===== src/rtl/axi_arb_pkg.sv =====
// Purpose: shared types and constants for the two-master AXI4-lite arbiter.
// Latency: n/a (declarations only).
// Backpressure: n/a.
// Contents: ownership state enum, AXI response codes, master index constants.
package axi_arb_pkg;

    typedef enum logic [1:0] {
        IDLE = 2'd0,
        OWN0 = 2'd1,
        OWN1 = 2'd2
    } state_e;

    localparam logic [1:0] OKAY   = 2'b00;
    localparam logic [1:0] SLVERR = 2'b10;

    // Master indices: fetch unit is master 0, load/store unit is master 1.
    localparam logic M_IFU = 1'b0;
    localparam logic M_LSU = 1'b1;

endpackage


===== src/rtl/axi_arb_pick.sv =====
// Purpose: picks which of the two requesting masters is granted the bus.
// Latency: purely combinational, 0 cycles.
// Backpressure: none; the result is only consumed when at least one req bit is set.
// Ports: req_i[1:0] pending requests, last_owner_i previous grant, winner_o granted index.
// Compile option ARB_RR_EN: round-robin tie break; otherwise the LSU wins ties.
module axi_arb_pick
    import axi_arb_pkg::*;
(
    input  logic [1:0] req_i,
    input  logic       last_owner_i,
    output logic       winner_o
);

`ifdef ARB_RR_EN
    // Tie goes to whichever master did not hold the bus last.
    always_comb begin
        winner_o = M_IFU;
        case (req_i)
            2'b01:   winner_o = M_IFU;
            2'b10:   winner_o = M_LSU;
            2'b11:   winner_o = ~last_owner_i;
            default: winner_o = M_IFU;
        endcase
    end
`else
    // Fixed priority has no history; the input is kept only for a uniform port list.
    logic unused_last_owner;
    assign unused_last_owner = last_owner_i;

    always_comb begin
        winner_o = M_IFU;
        if (req_i[1]) begin
            winner_o = M_LSU;
        end
    end
`endif

endmodule


===== src/rtl/axi_lite_arbiter.sv =====
// Purpose: two-master / one-slave AXI4-lite arbiter; one master owns the bus per transaction.
// Latency: 1 arbitration cycle from request to forwarded AR/AW; 1 IDLE cycle between transactions.
// Backpressure: slave ready/valid forwarded combinationally to the owner only; others see 0.
// Ports: clock, reset (sync, active-high); m0_*/m1_* master AR/R/AW/W/B channels; s_* slave channels.
// Compile option ARB_RR_EN: round-robin grant with a last-owner register; otherwise LSU priority.
module axi_lite_arbiter
    import axi_arb_pkg::*;
(
    input  logic        clock,
    input  logic        reset,
    // master 0 (fetch)
    input  logic [31:0] m0_araddr,
    input  logic [2:0]  m0_arsize,
    input  logic        m0_arvalid,
    output logic        m0_arready,
    output logic [31:0] m0_rdata,
    output logic [1:0]  m0_rresp,
    output logic        m0_rvalid,
    input  logic        m0_rready,
    input  logic [31:0] m0_awaddr,
    input  logic [2:0]  m0_awsize,
    input  logic        m0_awvalid,
    output logic        m0_awready,
    input  logic [31:0] m0_wdata,
    input  logic [3:0]  m0_wstrb,
    input  logic        m0_wvalid,
    output logic        m0_wready,
    output logic [1:0]  m0_bresp,
    output logic        m0_bvalid,
    input  logic        m0_bready,
    // master 1 (load/store)
    input  logic [31:0] m1_araddr,
    input  logic [2:0]  m1_arsize,
    input  logic        m1_arvalid,
    output logic        m1_arready,
    output logic [31:0] m1_rdata,
    output logic [1:0]  m1_rresp,
    output logic        m1_rvalid,
    input  logic        m1_rready,
    input  logic [31:0] m1_awaddr,
    input  logic [2:0]  m1_awsize,
    input  logic        m1_awvalid,
    output logic        m1_awready,
    input  logic [31:0] m1_wdata,
    input  logic [3:0]  m1_wstrb,
    input  logic        m1_wvalid,
    output logic        m1_wready,
    output logic [1:0]  m1_bresp,
    output logic        m1_bvalid,
    input  logic        m1_bready,
    // slave
    output logic [31:0] s_araddr,
    output logic [2:0]  s_arsize,
    output logic        s_arvalid,
    input  logic        s_arready,
    input  logic [31:0] s_rdata,
    input  logic [1:0]  s_rresp,
    input  logic        s_rvalid,
    output logic        s_rready,
    output logic [31:0] s_awaddr,
    output logic [2:0]  s_awsize,
    output logic        s_awvalid,
    input  logic        s_awready,
    output logic [31:0] s_wdata,
    output logic [3:0]  s_wstrb,
    output logic        s_wvalid,
    input  logic        s_wready,
    input  logic [1:0]  s_bresp,
    input  logic        s_bvalid,
    output logic        s_bready
);

    state_e state_q, state_d;
    logic   is_write_q, is_write_d;
    // Address / write-data already accepted in this ownership: blocks a second
    // AR/AW/W from the owner leaking onto the slave before the response returns.
    logic   a_done_q, a_done_d;
    logic   w_done_q, w_done_d;

    logic [1:0] req;
    logic       winner;
    logic       last_owner;

    assign req = {m1_arvalid | m1_awvalid, m0_arvalid | m0_awvalid};

    axi_arb_pick u_pick (
        .req_i        (req),
        .last_owner_i (last_owner),
        .winner_o     (winner)
    );

`ifdef ARB_RR_EN
    logic last_owner_q, last_owner_d;

    always_comb begin
        last_owner_d = last_owner_q;
        if (state_q == IDLE && req != 2'b00) begin
            last_owner_d = winner;
        end
    end

    // Resets to the LSU so the fetch unit wins the first tie.
    always_ff @(posedge clock) begin
        if (reset) begin
            last_owner_q <= M_LSU;
        end else begin
            last_owner_q <= last_owner_d;
        end
    end

    assign last_owner = last_owner_q;
`else
    assign last_owner = M_LSU;
`endif

    // Owner's request signals, selected by current state.
    logic        own;
    logic        rd, wr;
    logic [31:0] sel_araddr, sel_awaddr, sel_wdata;
    logic [2:0]  sel_arsize, sel_awsize;
    logic [3:0]  sel_wstrb;
    logic        sel_arvalid, sel_awvalid, sel_wvalid, sel_rready, sel_bready;

    assign own = (state_q == OWN1);
    assign rd  = (state_q != IDLE) && !is_write_q;
    assign wr  = (state_q != IDLE) &&  is_write_q;

    always_comb begin
        sel_araddr  = own ? m1_araddr  : m0_araddr;
        sel_arsize  = own ? m1_arsize  : m0_arsize;
        sel_arvalid = own ? m1_arvalid : m0_arvalid;
        sel_rready  = own ? m1_rready  : m0_rready;
        sel_awaddr  = own ? m1_awaddr  : m0_awaddr;
        sel_awsize  = own ? m1_awsize  : m0_awsize;
        sel_awvalid = own ? m1_awvalid : m0_awvalid;
        sel_wdata   = own ? m1_wdata   : m0_wdata;
        sel_wstrb   = own ? m1_wstrb   : m0_wstrb;
        sel_wvalid  = own ? m1_wvalid  : m0_wvalid;
        sel_bready  = own ? m1_bready  : m0_bready;
    end

    // Values heading back to the owner before per-master steering.
    logic        f_arready, f_rvalid, f_awready, f_wready, f_bvalid;
    logic [31:0] f_rdata;
    logic [1:0]  f_rresp, f_bresp;

    always_comb begin
        s_araddr  = '0;
        s_arsize  = '0;
        s_arvalid = 1'b0;
        s_rready  = 1'b0;
        s_awaddr  = '0;
        s_awsize  = '0;
        s_awvalid = 1'b0;
        s_wdata   = '0;
        s_wstrb   = '0;
        s_wvalid  = 1'b0;
        s_bready  = 1'b0;
        f_arready = 1'b0;
        f_rvalid  = 1'b0;
        f_rdata   = '0;
        f_rresp   = OKAY;
        f_awready = 1'b0;
        f_wready  = 1'b0;
        f_bvalid  = 1'b0;
        f_bresp   = OKAY;
        if (rd) begin
            s_araddr  = sel_araddr;
            s_arsize  = sel_arsize;
            s_arvalid = sel_arvalid && !a_done_q;
            f_arready = s_arready   && !a_done_q;
            s_rready  = sel_rready;
            f_rvalid  = s_rvalid;
            f_rdata   = s_rdata;
            f_rresp   = s_rresp;
        end
        if (wr) begin
            s_awaddr  = sel_awaddr;
            s_awsize  = sel_awsize;
            s_awvalid = sel_awvalid && !a_done_q;
            f_awready = s_awready   && !a_done_q;
            // W runs on its own handshake, ahead of or behind AW.
            s_wdata   = sel_wdata;
            s_wstrb   = sel_wstrb;
            s_wvalid  = sel_wvalid && !w_done_q;
            f_wready  = s_wready   && !w_done_q;
            s_bready  = sel_bready;
            f_bvalid  = s_bvalid;
            f_bresp   = s_bresp;
        end
    end

    always_comb begin
        m0_arready = 1'b0; m0_rvalid = 1'b0; m0_rdata = '0; m0_rresp = OKAY;
        m0_awready = 1'b0; m0_wready = 1'b0; m0_bvalid = 1'b0; m0_bresp = OKAY;
        m1_arready = 1'b0; m1_rvalid = 1'b0; m1_rdata = '0; m1_rresp = OKAY;
        m1_awready = 1'b0; m1_wready = 1'b0; m1_bvalid = 1'b0; m1_bresp = OKAY;
        if (state_q == OWN0) begin
            m0_arready = f_arready; m0_rvalid = f_rvalid; m0_rdata = f_rdata; m0_rresp = f_rresp;
            m0_awready = f_awready; m0_wready = f_wready; m0_bvalid = f_bvalid; m0_bresp = f_bresp;
        end
        if (state_q == OWN1) begin
            m1_arready = f_arready; m1_rvalid = f_rvalid; m1_rdata = f_rdata; m1_rresp = f_rresp;
            m1_awready = f_awready; m1_wready = f_wready; m1_bvalid = f_bvalid; m1_bresp = f_bresp;
        end
    end

    // Ownership FSM.
    always_comb begin
        state_d    = state_q;
        is_write_d = is_write_q;
        a_done_d   = a_done_q || (s_arvalid && s_arready) || (s_awvalid && s_awready);
        w_done_d   = w_done_q || (s_wvalid && s_wready);
        case (state_q)
            IDLE: begin
                a_done_d = 1'b0;
                w_done_d = 1'b0;
                if (req != 2'b00) begin
                    state_d = winner ? OWN1 : OWN0;
                    // A master raising both AR and AW is served as a read first.
                    is_write_d = winner ? (!m1_arvalid && m1_awvalid)
                                        : (!m0_arvalid && m0_awvalid);
                end
            end
            OWN0, OWN1: begin
                if ((rd && s_rvalid && s_rready) || (wr && s_bvalid && s_bready)) begin
                    state_d = IDLE;
                end
            end
            default: state_d = IDLE;
        endcase
    end

    always_ff @(posedge clock) begin
        if (reset) begin
            state_q    <= IDLE;
            is_write_q <= 1'b0;
            a_done_q   <= 1'b0;
            w_done_q   <= 1'b0;
        end else begin
            state_q    <= state_d;
            is_write_q <= is_write_d;
            a_done_q   <= a_done_d;
            w_done_q   <= w_done_d;
        end
    end

endmodule


===== config.mk =====
export PLATFORM = sky130hd
export DESIGN_NAME = axi_lite_arbiter
export DESIGN_NICKNAME = d
export VERILOG_FILES = /design/src/rtl/axi_arb_pkg.sv /design/src/rtl/axi_arb_pick.sv /design/src/rtl/axi_lite_arbiter.sv
export SDC_FILE = /design/constraint.sdc
export NUM_CORES = 1
export LEC_CHECK = 0
export ABC_AREA = 1
export ABC_CLOCK_PERIOD_IN_PS = 1600
export BUFFER_PORTS_ARGS = -buffer_cell sky130_fd_sc_hd__buf_2
export CELL_PAD_IN_SITES_DETAIL_PLACEMENT = 1
export CELL_PAD_IN_SITES_GLOBAL_PLACEMENT = 1
export CORE_AREA = 2 2 178 180
export CTS_CLUSTER_SIZE = 8
export DETAILED_ROUTE_END_ITERATION = 10
export DIE_AREA = 0 0 180 182
export PLACE_DENSITY_LB_ADDON = 0.15
export SYNTH_ARGS = -nofsm -noshare
export SYNTH_HDL_FRONTEND = slang
export SYNTH_SLANG_ARGS = --single-unit

===== constraint.sdc =====
create_clock -name clock -period 1.6 [get_ports clock]
set_clock_uncertainty 0.1 [all_clocks]
set_input_delay 0.24 -clock clock [delete_from_list [all_inputs] [get_ports clock]]
set_output_delay 0.24 -clock clock [all_outputs]
set_load 0.005 [all_outputs]

==> flow_summary.toml <==
[setup_path]
startpoint = "state_q[1]"
worst_ep_arrival_time_ns = 1.62
timing.critical_path.cells = "buf_6, ha_4, inv_8, buf_12, buf_4, nor3_1, buf_2"
reg2reg_from = "state_q[1]"
startpoint_type = "register"
critical_path_buf_inv_count = 5
rr_worst_depth = 10
critPathMaxStageDelay_ns = 0.33
cp.required_ns = 1.26
worstSetupPathType = "reg -> out"
critPathMaxFanout = 12
cp_top_family = "buffers and inverters"
r2r-end = "state_q[0]"
slowest_stage = "dfxtp_2"
regToRegSetupSlack_ns = -0.12
cp_num_cells = 7
endpoint_kind = "output pin"

[grt]
overflow = 0
grtUsageTotal = 0.1348
antenna_found_initial = 4
grt_pass1_vias = 5786
grt_max_degree = 25
grt_first_pass_wirelength_um = 35090

[sta]
slew_violations = 0
max_freq_mhz = 511.2
fin_ws_ns = -0.3560
finalCriticalPeriod_ns = 1.956
min_period_over_period = 1.223
hold_viol_final = 0
setup_violations = 196
rsz0062_at_grt = "yes"
worst_pin_slew_ns = 0.3579
relSlewSlack = 0.7605
whs_ns = 0.1558

[detailed_routing]
wirelength_um = 24100
drt-wirelength-per-cell_um = 16.48
dr_total_vias = 5619
drc = 0
drtIter0Drc = 91
first_pass_iters = 4
via_per_inst = 3.841
detail-route-antenna-nets = 0

[yosys]
synth_xor_area_frac = 0
synth-compound-area-share = 0.2324
synth_cell_types = 24
syn_inst = 562
yosys.area_share.simple = 0.5338
syn_nets = 830
synth_warnings = 0
syn_area_per_cell_um2 = 5.000
synth_top_family_by_area = "simple AND/OR/NAND/NOR gates"
synth_area_mm2 = 0.002810
synth-seq-cells = 5
yosys.area_share.adder = 0.01336
ys_seq_area_frac = 0.03562
synth.mux.area_fraction = 0

[clocking]
cts_buffers = 3
clock_path_buffers = 2
clock-sinks = 5
clk_pin_slew_worst_paths_ns = 0.03
cts_tree = "done"
cts_hold_buf = 0
insertion_delay_ns = 0.22
root_buffer = "clkbuf_16"
cts_max_level = 1

[layout]
final_nets = 1326
final_common_cell = "buf_2"
area_growth_syn_to_layout_pct = 159.5
mostFrequentLayoutCells = "buf_2 (456), nand2_1 (225), a21oi_1 (63), a21oi_2 (50), inv_1 (43)"
drive_gt1_frac = 0.6604
final_cell_area_mm2 = 0.007292

[power]
p_leak_nw = 4.062
powerDensity_mw_per_mm2 = 691.7
ir_worst_vdd_mv = 0.4079

[placed_design]
dp_hpwl_um = 19430
portBuffers = 457
dp_worst_setup_slack_ns = -0.2218
place_area_mm2 = 0.006053
gp_congestion = 0.8024

[hold_path]
min_path_cells = 2
whs_endpoint = "state_q[0]"
worstHoldStart = "reset"
min_path_type = "in -> reg"

[die]
coreArea_mm2 = 0.03099
die_w_um = 180
initial_utilization = 0.09069
die_height_um = 182
die_area_mm2 = 0.03276
io_pins = 458
std_cell_rows = 65

[run_status]
violations = "negative setup slack"
outcome = "finished with violations"

[flow_run]
drv_cap = 0
## layout make-up
| type | instances | area (um2) |
|---|---|---|
| timing repair buffer | 542 | 3488 |
| sequential | 5 | 102.6 |
| antenna | 4 | 10.01 |
| inverter | 52 | 217.7 |
| fill | 3991 | 23690 |
| multi-input combinational | 454 | 2892 |
| tap | 402 | 503.0 |
| clock buffer | 4 | 78.83 |
## through the flow
step                setup TNS [ns]  cells  total power [mW]    util
finish                      -55.72   1463             5.044  0.2353
global route                -73.61   1463             5.488  0.2353
CTS                         -59.76   1453             4.465  0.2129
detailed placement          -24.84   1441             3.549  0.1954
global placement            -21.98   1441             3.568  0.1954
floorplan                  -0.3569    562             1.803       -
## worst register-to-register path: cells and delay by family (launching register included)
kind / cells / cell delay (ns)
adder cells (fa/ha/maj): 1 / 0.19
AO/OA/AOI/OAI: 1 / 0.14
buffers and inverters: 3 / 0.38
AND/OR/NAND/NOR: 5 / 0.53
flip-flops: 1 / 0.32
## Yosys cell counts, drive strengths merged
library cell  number  area, um2
o211ai             1      7.510
inv               52      195.2
o21a               1      7.510
ha                 3      37.54
a31oi              1      21.27
nand2            233      874.6
nand4              1      6.260
nand3              7      45.04
nor3              75      495.5
clkbuf             4      18.77
o21ai              1      5.000
nor2              17      78.82
buf               47      305.3
a21oi            114      611.8
dfxtp              5      100.1
## registers in the layout, indices dropped and copies added (netlist names)
signal and cells:
is_write_q 1, w_done_q 1, a_done_q 1, state_q 2
## layer usage
layer	vias to the layer above	routed length, um	global-route usage
met5	-	0	0
met4	0	335	0.02146
met3	24	1198	0.01625
met2	224	13210	0.2645
met1	2568	9362	0.1571
li1	2803	-	-
## power by group
group	total, mW	leakage (nW)	switching, mW	internal (mW)
Clock	0.409	0.0382	0.0788	0.330
Combinational	4.48	3.98	2.41	2.07
Sequential	0.152	0.0415	0.0113	0.141
## logic make-up after synthesis
| family | Yosys count |
|---|---|
| and+or+nand+nor | 333 |
| buffers and inverters | 103 |
| DFF | 5 |
| adders and majority gates | 3 |
| AOI/OAI and AO/OA | 118 |
## what timing repair did
action	CTS	global route
pin swaps	10	9
endpoints found under the setup margin	197	197
cloned	3	5
gates resized for setup	89	120
setup buffers	5	4
## worst max path at each step
stage                    to  slack (ns)
2_1_floorplan   s_araddr[0]      -0.004
3_3_place_gp    m0_rdata[0]       -0.22
3_5_place_dp    m0_rdata[0]       -0.22
4_1_cts         m1_bresp[1]       -0.37
5_1_grt        s_awaddr[27]       -0.45
6_report        m1_bresp[1]       -0.36
No activity file was read; power rests on OpenSTA's default activity.
